==> src/rtl/cmp6_pkg.sv <==
// Shared types for the cmp6 comparator pipeline: operating modes and the
// six-flag comparison bundle, plus a helper that derives the full bundle.
package cmp6_pkg;

  typedef enum logic [1:0] {
    PAIR   = 2'b00,
    TRKMIN = 2'b01,
    TRKMAX = 2'b10
  } mode_e;

  typedef struct packed {
    logic lt;
    logic gt;
    logic eq;
    logic le;
    logic ge;
    logic ne;
  } flags_t;

  localparam flags_t FLAGS_NONE = '{lt: 1'b0, gt: 1'b0, eq: 1'b0,
                                    le: 1'b0, ge: 1'b0, ne: 1'b0};
  localparam flags_t FLAGS_EQ   = '{lt: 1'b0, gt: 1'b0, eq: 1'b1,
                                    le: 1'b1, ge: 1'b1, ne: 1'b0};

  // Only lt and eq are independent; the rest follow from them.
  function automatic flags_t make_flags(input logic lt_i, input logic eq_i);
    flags_t f;
    f.lt = lt_i;
    f.eq = eq_i;
    f.gt = ~lt_i & ~eq_i;
    f.le = lt_i | eq_i;
    f.ge = ~lt_i;
    f.ne = ~eq_i;
    return f;
  endfunction

endpackage

==> src/rtl/cmp6_core.sv <==
// Combinational magnitude comparator, signed or unsigned per beat.
module cmp6_core
  import cmp6_pkg::*;
#(
  parameter int WIDTH = 8
) (
  input  logic [WIDTH-1:0] a,
  input  logic [WIDTH-1:0] b,
  input  logic             tc,
  output flags_t           flags
);

  logic [WIDTH-1:0] a_key;
  logic [WIDTH-1:0] b_key;

  // Flipping the sign bit maps two's-complement order onto unsigned order.
  assign a_key = a ^ {tc, {(WIDTH-1){1'b0}}};
  assign b_key = b ^ {tc, {(WIDTH-1){1'b0}}};

  assign flags = make_flags(a_key < b_key, a_key == b_key);

endmodule

==> src/rtl/cmp6_pipe.sv <==
// Pipelined comparator with a min/max tracker; results emerge STAGES cycles
// after acceptance and the whole pipeline stalls on output backpressure.
module cmp6_pipe
  import cmp6_pkg::*;
#(
  parameter int WIDTH  = 8,
  parameter int STAGES = 2,
  parameter int CNTW   = 16
) (
  input  logic             clk,
  input  logic             rst_n,
  input  logic             in_valid,
  output logic             in_ready,
  input  logic [WIDTH-1:0] a,
  input  logic [WIDTH-1:0] b,
  input  logic             tc,
  input  logic [1:0]       mode,
  input  logic             clr,
  output logic             out_valid,
  input  logic             out_ready,
  output logic             lt,
  output logic             gt,
  output logic             eq,
  output logic             le,
  output logic             ge,
  output logic             ne,
  output logic [WIDTH-1:0] ext,
  output logic [CNTW-1:0]  cnt
);

  logic             adv;
  logic             accept;
  logic             is_min;
  logic             is_max;
  logic             is_trk;

  logic [WIDTH-1:0] trk_ext_q;
  logic [CNTW-1:0]  trk_cnt_q;
  logic             trk_have_q;

  logic [WIDTH-1:0] ext_cur;
  logic [CNTW-1:0]  cnt_cur;
  logic             have_cur;

  logic [WIDTH-1:0] cmp_b;
  flags_t           cmp_flags;

  flags_t           res_flags;
  logic [WIDTH-1:0] ext_nxt;
  logic [CNTW-1:0]  cnt_nxt;
  logic             have_nxt;

  logic             vld_q   [STAGES];
  flags_t           flags_q [STAGES];
  logic [WIDTH-1:0] ext_q   [STAGES];
  logic [CNTW-1:0]  cnt_q   [STAGES];

  assign out_valid = vld_q[STAGES-1];
  assign in_ready  = out_ready | ~out_valid;
  assign adv       = in_ready;
  assign accept    = in_valid & in_ready;

  assign is_min = (mode == TRKMIN);
  assign is_max = (mode == TRKMAX);
  assign is_trk = is_min | is_max;

  // A clear in the same cycle as a beat takes effect before that beat.
  assign ext_cur  = clr ? '0 : trk_ext_q;
  assign cnt_cur  = clr ? '0 : trk_cnt_q;
  assign have_cur = ~clr & trk_have_q;

  assign cmp_b = is_trk ? ext_cur : b;

  cmp6_core #(.WIDTH(WIDTH)) u_core (
    .a     (a),
    .b     (cmp_b),
    .tc    (tc),
    .flags (cmp_flags)
  );

  // NOTE: every always_comb output gets a default first so no latch is inferred.
  always_comb begin
    res_flags = cmp_flags;
    ext_nxt   = ext_cur;
    cnt_nxt   = cnt_cur;
    have_nxt  = have_cur;
    if (is_trk) begin
      have_nxt = 1'b1;
      cnt_nxt  = (cnt_cur == '1) ? cnt_cur : cnt_cur + CNTW'(1);
      if (!have_cur) begin
        res_flags = FLAGS_EQ;
        ext_nxt   = a;
      end else if ((is_min && cmp_flags.lt) || (is_max && cmp_flags.gt)) begin
        ext_nxt = a;
      end
    end
  end

  // NOTE: sequential state uses non-blocking assignments only.
  always_ff @(posedge clk or negedge rst_n) begin
    if (!rst_n) begin
      trk_ext_q  <= '0;
      trk_cnt_q  <= '0;
      trk_have_q <= 1'b0;
    end else if (accept) begin
      trk_ext_q  <= ext_nxt;
      trk_cnt_q  <= cnt_nxt;
      trk_have_q <= have_nxt;
    end else if (clr) begin
      trk_ext_q  <= '0;
      trk_cnt_q  <= '0;
      trk_have_q <= 1'b0;
    end
  end

  // NOTE: the pipeline is only STAGES entries deep, so its data registers are
  // reset too; that keeps every output at zero while rst_n is low.
  always_ff @(posedge clk or negedge rst_n) begin
    if (!rst_n) begin
      for (int i = 0; i < STAGES; i++) begin
        vld_q[i]   <= 1'b0;
        flags_q[i] <= FLAGS_NONE;
        ext_q[i]   <= '0;
        cnt_q[i]   <= '0;
      end
    end else if (adv) begin
      vld_q[0]   <= in_valid;
      flags_q[0] <= res_flags;
      ext_q[0]   <= ext_nxt;
      cnt_q[0]   <= cnt_nxt;
      for (int i = 1; i < STAGES; i++) begin
        vld_q[i]   <= vld_q[i-1];
        flags_q[i] <= flags_q[i-1];
        ext_q[i]   <= ext_q[i-1];
        cnt_q[i]   <= cnt_q[i-1];
      end
    end
  end

  assign lt  = flags_q[STAGES-1].lt;
  assign gt  = flags_q[STAGES-1].gt;
  assign eq  = flags_q[STAGES-1].eq;
  assign le  = flags_q[STAGES-1].le;
  assign ge  = flags_q[STAGES-1].ge;
  assign ne  = flags_q[STAGES-1].ne;
  assign ext = ext_q[STAGES-1];
  assign cnt = cnt_q[STAGES-1];

endmodule

==> config.mk <==
export PLATFORM = sky130hd
export DESIGN_NAME = cmp6_pipe
export DESIGN_NICKNAME = d
export VERILOG_FILES = /design/src/rtl/cmp6_pkg.sv /design/src/rtl/cmp6_core.sv /design/src/rtl/cmp6_pipe.sv
export SDC_FILE = /design/constraint.sdc
export NUM_CORES = 1
export LEC_CHECK = 0
export BUFFER_PORTS_ARGS = -buffer_cell sky130_fd_sc_hd__buf_2
export CAP_MARGIN = 0
export CORE_ASPECT_RATIO = 0.5
export CORE_MARGIN = 8
export CORE_UTILIZATION = 43
export DETAILED_ROUTE_END_ITERATION = 16
export PLACE_DENSITY = 0.68
export SLEW_MARGIN = 20
export SYNTH_ARGS = -nofsm -noshare
export SYNTH_HDL_FRONTEND = slang
export SYNTH_HIERARCHICAL = 1
export SYNTH_SLANG_ARGS = --single-unit
export TNS_END_PERCENT = 20
==> constraint.sdc <==
create_clock -name clk -period 3.5 [get_ports clk]
set_clock_uncertainty 0.2 [all_clocks]
set_input_delay 0 -clock clk [delete_from_list [all_inputs] [get_ports clk]]
set_output_delay 0 -clock clk [all_outputs]
set_load 0.05 [all_outputs]
==> impl_metrics.json, run 1 <==
{
  "ir_worst_vdd_v": 0.0002113,
  "ys_warn_count": 6,
  "wire_per_inst_um": 16.18,
  "p_leak_nw": 2.695,
  "grt_pass1_wl_um": 18510,
  "tightest_slew_ns": 0.9479,
  "cts_tree": "built",
  "post-cts-setup-buffer-count": 0,
  "syn-num-nets": 529,
  "synth_flop_cell": "dfrtp_1",
  "cts_sinks": 87,
  "synth_area_leaders": "dfrtp_1 46%, nand2_1 10%, buf_4 4.3%",
  "final_hold_viol_count": 0,
  "maxCapViolations": 0,
  "crit_fanout": 13,
  "final.setup.tns_ns": 0,
  "overflow": 0,
  "vias": 3629,
  "drtAntennaViolNets": 0,
  "die_area_um2": 14900,
  "drv_slew": 0,
  "grt_util_all_layers_pct": 15.47,
  "topRoutingLayerUsed": "met4",
  "clock_latency_ns": 0.34,
  "grt_max_degree": 72,
  "synth.largest_area_cell": "dfrtp_1",
  "relSlewSlack_pct": 36.57,
  "diodes": 0,
  "yosys.cell_types.count": 64,
  "cts_buffers": 9,
  "placedCellCount": 655,
  "synth_cells": 495,
  "multiInputGateArea_um2": 2223,
  "ys_async_sr_fraction_pct": 100.0,
  "grt_antenna_before_repair": 0,
  "status": "finished clean",
  "pre_cts_slack_ns": 0.2361,
  "fin_util_pct": 49.70,
  "cts-htree-levels": 3,
  "fp.coreArea_um2": 10880,
  "routedLengthMet1_um": 5565,
  "powerDensity_nw_per_um2": 523.7,
  "required_ns": 3.49,
  "die_w_um": 164.8,
  "critPathKind": "input port to flop",
  "fillers": 991,
  "fmax_ghz": 0.3190,
  "start_kind": "input port",
  "dr_wl_met2_um": 4655,
  "num_rows": 27,
  "drive_gt1_share_pct": 23.32,
  "port_buffers": 55,
  "nNetsFinal": 566,
  "cp-end-kind": "flop",
  "synth_edf_count": 0,
  "wl_met3_um": 693,
  "setup_viol_count_final": 0,
  "drt_iter0_drc": 316,
  "instances_no_fill": 681,
  "finalWorstSetupSlack_ns": 0.3647,
  "seq_area_frac_synth_pct": 45.73,
  "synth.cell_area_um2": 4761,
  "rsz0062_at_grt": "false",
  "hpwlAfterDp_um": 7889,
  "syn_area_per_cell_um2": 9.618,
  "period_needed_ns": 3.135,
  "grt_pass1_vias": 3488,
  "drt_pass1_iterations": 6,
  "remaining_drc_errors": 0,
  "die_h_um": 90.41,
  "min_path_type": "input port to flop",
  "drt_wl_total_um": 11020,
  "cts_buffer_depth": 2,
  "arrival_ns": 3.12,
  "synth.top_cell.area_share_pct": 45.73,
  "final-seq-area_um2": 2177,
  "io_pins": 56,
  "clk_pin_slew_ns": 0.06,
  "post_cts_resized": 0,
  "synth-seq-cells": 87,
  "post_drt_via_cell_ratio": 5.329,
  "finalCritPeriodShare_pct": 89.58,
  "start_util_pct": 43.77,
  "whs_ns": 0.01953,
  "gp_congestion": 0.8722,
  "cts_root_buf": "clkbuf_16",
  "syn_to_final_growth_pct": 13.56,
  "postCtsHoldBufs": 11
}
-- critical path: stages --
cell and delay (ns):
dlygate4sd3_1 0.52, buf_2 0.29, nor2b_1 0.13, mux2_2 0.29, xnor2_1 0.13, ha_1 0.31, nand2_2 0.08, o21ai_1 0.27
a22o_1 0.21, nand2_1 0.08, a31oi_2 0.29, buf_4 0.23, mux2i_1 0.19, o21ai_0 0.09
-- flip-flops by register name, indices dropped and copies added (netlist names), 6 cells and up --
| register | flops |
|---|---|
| trk_ext_q | 8 |
| flags_q | 6 |
| trk_cnt_q | 16 |
| cnt | 16 |
| ext_q | 8 |
| cnt_q | 16 |
| ext | 8 |
-- synthesized netlist by cell type, types with 4 or more instances --
master,instances
ha_1,10
nand4_1,7
clkbuf_1,13
nand2b_1,5
xnor2_1,9
nor3_1,4
nand3_1,11
mux2i_1,8
buf_4,27
inv_1,16
a21oi_1,10
a31oi_1,8
dfrtp_1,87
nor2b_1,12
o22a_1,4
a22o_1,6
nor2_1,17
mux2_2,18
nand2_1,129
o21ai_0,15
a211oi_1,4
-- cells by family (layout without fill, tap and decap cells) --
logic type,count (synthesis),after routing,synth area share [%]
flops,87,87,45.73
compound gates,76,76,11.59
simple gates,222,222,24.55
fa+ha+maj,10,10,2.628
buf+inv,64,105,7.726
xor+xnor,10,10,1.840
mux,26,26,5.940
-- worst paths after layout --
kind	start	to	slack (ns)	cells after the start
worst max register to register	trk_ext_q[7]$_DFF_PN0_	ext_q[11]$_DFFE_PN0N_	0.47	12
min in group asynchronous	rst_n	ext_q[11]$_DFFE_PN0N_	0.09	2
worst min-delay path	out_ready	out_valid$_DFFE_PN0N_	0.02	4
worst max-delay path	clr	ext_q[11]$_DFFE_PN0N_	0.36	14
worst min register to register	cnt[3]$_DFFE_PN0N_	cnt[3]$_DFFE_PN0N_	0.26	2
max in group asynchronous	rst_n	ext[5]$_DFFE_PN0N_	2.15	3
-- per-stage QoR --
step	cell area, um^2	power (W)
after floorplan	4761	0.001675
after global placement	4976	0.001804
after detailed placement	4976	0.001815
after CTS	5406	0.002861
after global routing	5406	0.002960
final	5406	0.002831
-- placed cells by master (no fill, tap or decap), types with 9 or more instances in the layout --
cell,instances
inv_1,16
a21oi_1,10
nand3_1,11
nor2b_1,11
mux2_2,18
dfrtp_1,87
xnor2_1,9
nand2_1,129
clkbuf_16,9
dlygate4sd3_1,11
o21ai_0,15
nor2_1,17
buf_2,54
ha_1,10
-- per-layer routing --
| layer | GRT usage [%] | vias up |
|---|---|---|
| met5 | 0 | - |
| met1 | 23.38 | 1768 |
| met3 | 3.867 | 8 |
| li1 | - | 1756 |
| met4 | 3.502 | 0 |
| met2 | 21.40 | 97 |
-- layout make-up --
| class | count | share of cell area [%] |
|---|---|---|
| clock buffers | 10 | 4.420 |
| clock inverters | 5 | 1.504 |
| inverters | 17 | 1.180 |
| flip-flops and latches | 87 | 40.27 |
| well taps | 145 | 3.356 |
| repair buffers | 73 | 8.146 |
| multi-input cells | 344 | 41.12 |
-- power by group --
| part | total [W] | switching (W) | internal, W |
|---|---|---|---|
| registers | 0.00119 | 0.0000723 | 0.00111 |
| logic | 0.000618 | 0.000433 | 0.000184 |
| clock network | 0.00103 | 0.000386 | 0.000642 |
No activity file was read; power rests on OpenSTA's default activity.
==> run 2: changes to the inputs <==
--- a/config.mk
+++ b/config.mk
@@ -12,6 +12,7 @@
 export CORE_UTILIZATION = 43
 export DETAILED_ROUTE_END_ITERATION = 16
 export PLACE_DENSITY = 0.68
+export RECOVER_POWER = 100
 export SLEW_MARGIN = 20
 export SYNTH_ARGS = -nofsm -noshare
 export SYNTH_HDL_FRONTEND = slang
==> run 2 against run 1 <==
The flow now finishes with violations (max-capacitance violations, max-slew violations). Clock power is essentially flat. Largest cell class unchanged. Maximum frequency shrank 3.2%. Critical path type unchanged. Worst setup slack lost 0.10 ns. Routed wire length grew 0.81%. Via count shrank 0.55%.
==> impl_metrics.json, run 2 (same netlist as run 1, synthesis figures left out) <==
{
  "post-cts-setup-buffer-count": 0,
  "critPathMostFrequentCell": "nand2_1",
  "num_rows": 27,
  "die_h_um": 90.41,
  "finalWorstSetupSlack_ns": 0.2602,
  "p_leak_nw": 2.562,
  "grt_antenna_before_repair": 0,
  "critPathSlowestCell": "dlygate4sd3_1",
  "drv_slew": 64,
  "fmax_ghz": 0.3087,
  "diodes": 0,
  "pre_cts_slack_ns": 0.2361,
  "syn_to_final_growth_pct": 11.67,
  "required_ns": 3.46,
  "multiInputGateArea_um2": 2187,
  "remaining_drc_errors": 0,
  "powerDensity_nw_per_um2": 528.8,
  "grt_pass1_wl_um": 18510,
  "grt_pass1_vias": 3488,
  "seqPwrFrac_pct": 42.3,
  "relSlewSlack_pct": -4.621,
  "cts_tree": "built",
  "path_cells": "dlygate4sd3_1 -> buf_2 -> nor2b_1 -> mux2_1 -> xnor2_1 -> ha_1 -> nand2_1 -> o21ai_1 -> a22o_1 -> nand2_1 -> a31oi_2 -> buf_4 -> mux2i_1 -> o21ai_0",
  "layout_common_cells": "131 x nand2_1, 87 x dfrtp_1, 33 x clkbuf_1",
  "cts_buffer_depth": 2,
  "final-seq-area_um2": 2177,
  "rsz0062_at_grt": "false",
  "instances_no_fill": 681,
  "nNetsFinal": 566,
  "port_buffers": 55,
  "crit_fanout": 13,
  "drt_pass1_iterations": 5,
  "fin_util_pct": 48.87,
  "critPathKind": "input port to flop",
  "status": "finished, violations left",
  "vias": 3609,
  "final.setup.tns_ns": 0,
  "p_comb_share_pct": 21.1,
  "cp-end-kind": "flop",
  "drt_wl_total_um": 11110,
  "violations": "max-capacitance violations, max-slew violations",
  "switching_power_w": 0.0008920,
  "final_area_um2": 5316,
  "drive_gt1_share_pct": 15.30,
  "p_clk_share_pct": 36.6,
  "wire_per_inst_um": 16.31,
  "hpwlAfterDp_um": 7889,
  "setup_viol_count_final": 0,
  "die_area_um2": 14900,
  "reg2reg_slack_ns": 0.36,
  "gp_congestion": 0.8722,
  "cts-htree-levels": 3,
  "post_drt_via_cell_ratio": 5.300,
  "clock_latency_ns": 0.34,
  "arrival_ns": 3.20,
  "cts_root_buf": "clkbuf_16",
  "layout_commonest_cell": "nand2_1",
  "placedCellCount": 655,
  "placed_area_um2": 4976,
  "maxCapViolations": 1,
  "io_pins": 56,
  "start_kind": "input port",
  "drtAntennaViolNets": 0,
  "overflow": 0,
  "fp.coreArea_um2": 10880,
  "grt_util_all_layers_pct": 15.47,
  "min_path_type": "input port to flop",
  "period_needed_ns": 3.240,
  "start_util_pct": 43.77,
  "sw_frac_of_total_pct": 31.73,
  "cts_sinks": 87,
  "ir_worst_vdd_v": 0.0002116,
  "grt_max_degree": 72,
  "crit_path_max_incr_delay_ns": 0.52,
  "finalCritPeriodShare_pct": 92.57,
  "cts_buffers": 9,
  "tightest_slew_ns": 1.569,
  "drt_iter0_drc": 324,
  "clk_pin_slew_ns": 0.06,
  "final_hold_viol_count": 0,
  "die_w_um": 164.8,
  "p_int_w": 0.001919,
  "fillers": 1023
}
run 2: cell types whose count changed in the layout (fill, tap and decap cells not counted), moves of 2 or more:
cell	previous run	this run
a2111oi_0	0	2
nand2_1	129	131
buf_4	8	3
nand2_2	3	1
buf_2	54	23
clkbuf_1	0	33
clkbuf_2	0	3
a2111oi_2	3	1
run 2: final timing paths:
| path | start | end | cells past startpoint |
|---|---|---|---|
| setup / recovery | clr | ext_q[11]$_DFFE_PN0N_ | 14 |
| hold / removal | mode[1] | trk_have_q$_DFFE_PN0P_ | 4 |
| setup reg to reg | trk_ext_q[7]$_DFF_PN0_ | ext_q[11]$_DFFE_PN0N_ | 12 |
| hold reg to reg | cnt[0]$_DFFE_PN0N_ | cnt[0]$_DFFE_PN0N_ | 2 |
| max in group asynchronous | rst_n | ext[5]$_DFFE_PN0N_ | 3 |
| min in group asynchronous | rst_n | ext_q[11]$_DFFE_PN0N_ | 2 |
run 2: timing repair:
item | in CTS | in global routing
hold buffers | 11 | 0
resized for setup | 0 | 0
hold endpoints to repair | 81 | 0
run 2: power groups by stage:
stage	sequential (W)	combinational (W)	clock, W
after global routing	0.00120	0.000651	0.00109
after CTS	0.00118	0.000623	0.00105
after detailed placement	0.00120	0.000612	0
after floorplan	0.00125	0.000429	0
after global placement	0.00120	0.000602	0
final	0.00119	0.000594	0.00103
run 2: layout make-up:
type / instances / area share [%]
Multi-Input combinational cell: 344 / 41.14
Sequential cell: 87 / 40.95
Timing Repair Buffer: 73 / 7.272
Clock buffer: 10 / 4.495
Tap cell: 145 / 3.413
Clock inverter: 5 / 1.530
Inverter: 17 / 1.200
run 2: per-layer routing:
metal / vias to the layer above / share of wire (%) / global-route usage, %
li1: 1753 / - / -
met3: 12 / 5.8 / 3.867
met1: 1742 / 51 / 23.38
met2: 102 / 42 / 21.40
met4: 0 / 1.4 / 3.502
met5: - / 0 / 0
run 2: stage by stage:
step	power (W)	hold WS (ns)
3_5_place_dp	0.001815	-0.05539
4_1_cts	0.002861	0.01040
2_1_floorplan	0.001675	-0.4956
3_3_place_gp	0.001804	-0.05990
6_report	0.002811	0.01358
5_1_grt	0.002938	0.04911
run 2: worst max-delay path: cells and delay by family:
family | cells | cell delay, ns
AND/OR/NAND/NOR | 3 | 0.32
XOR/XNOR | 1 | 0.14
multiplexers | 2 | 0.52
AO/OA/AOI/OAI | 4 | 0.89
buffers and inverters | 3 | 1.03
adder cells (fa/ha/maj) | 1 | 0.30
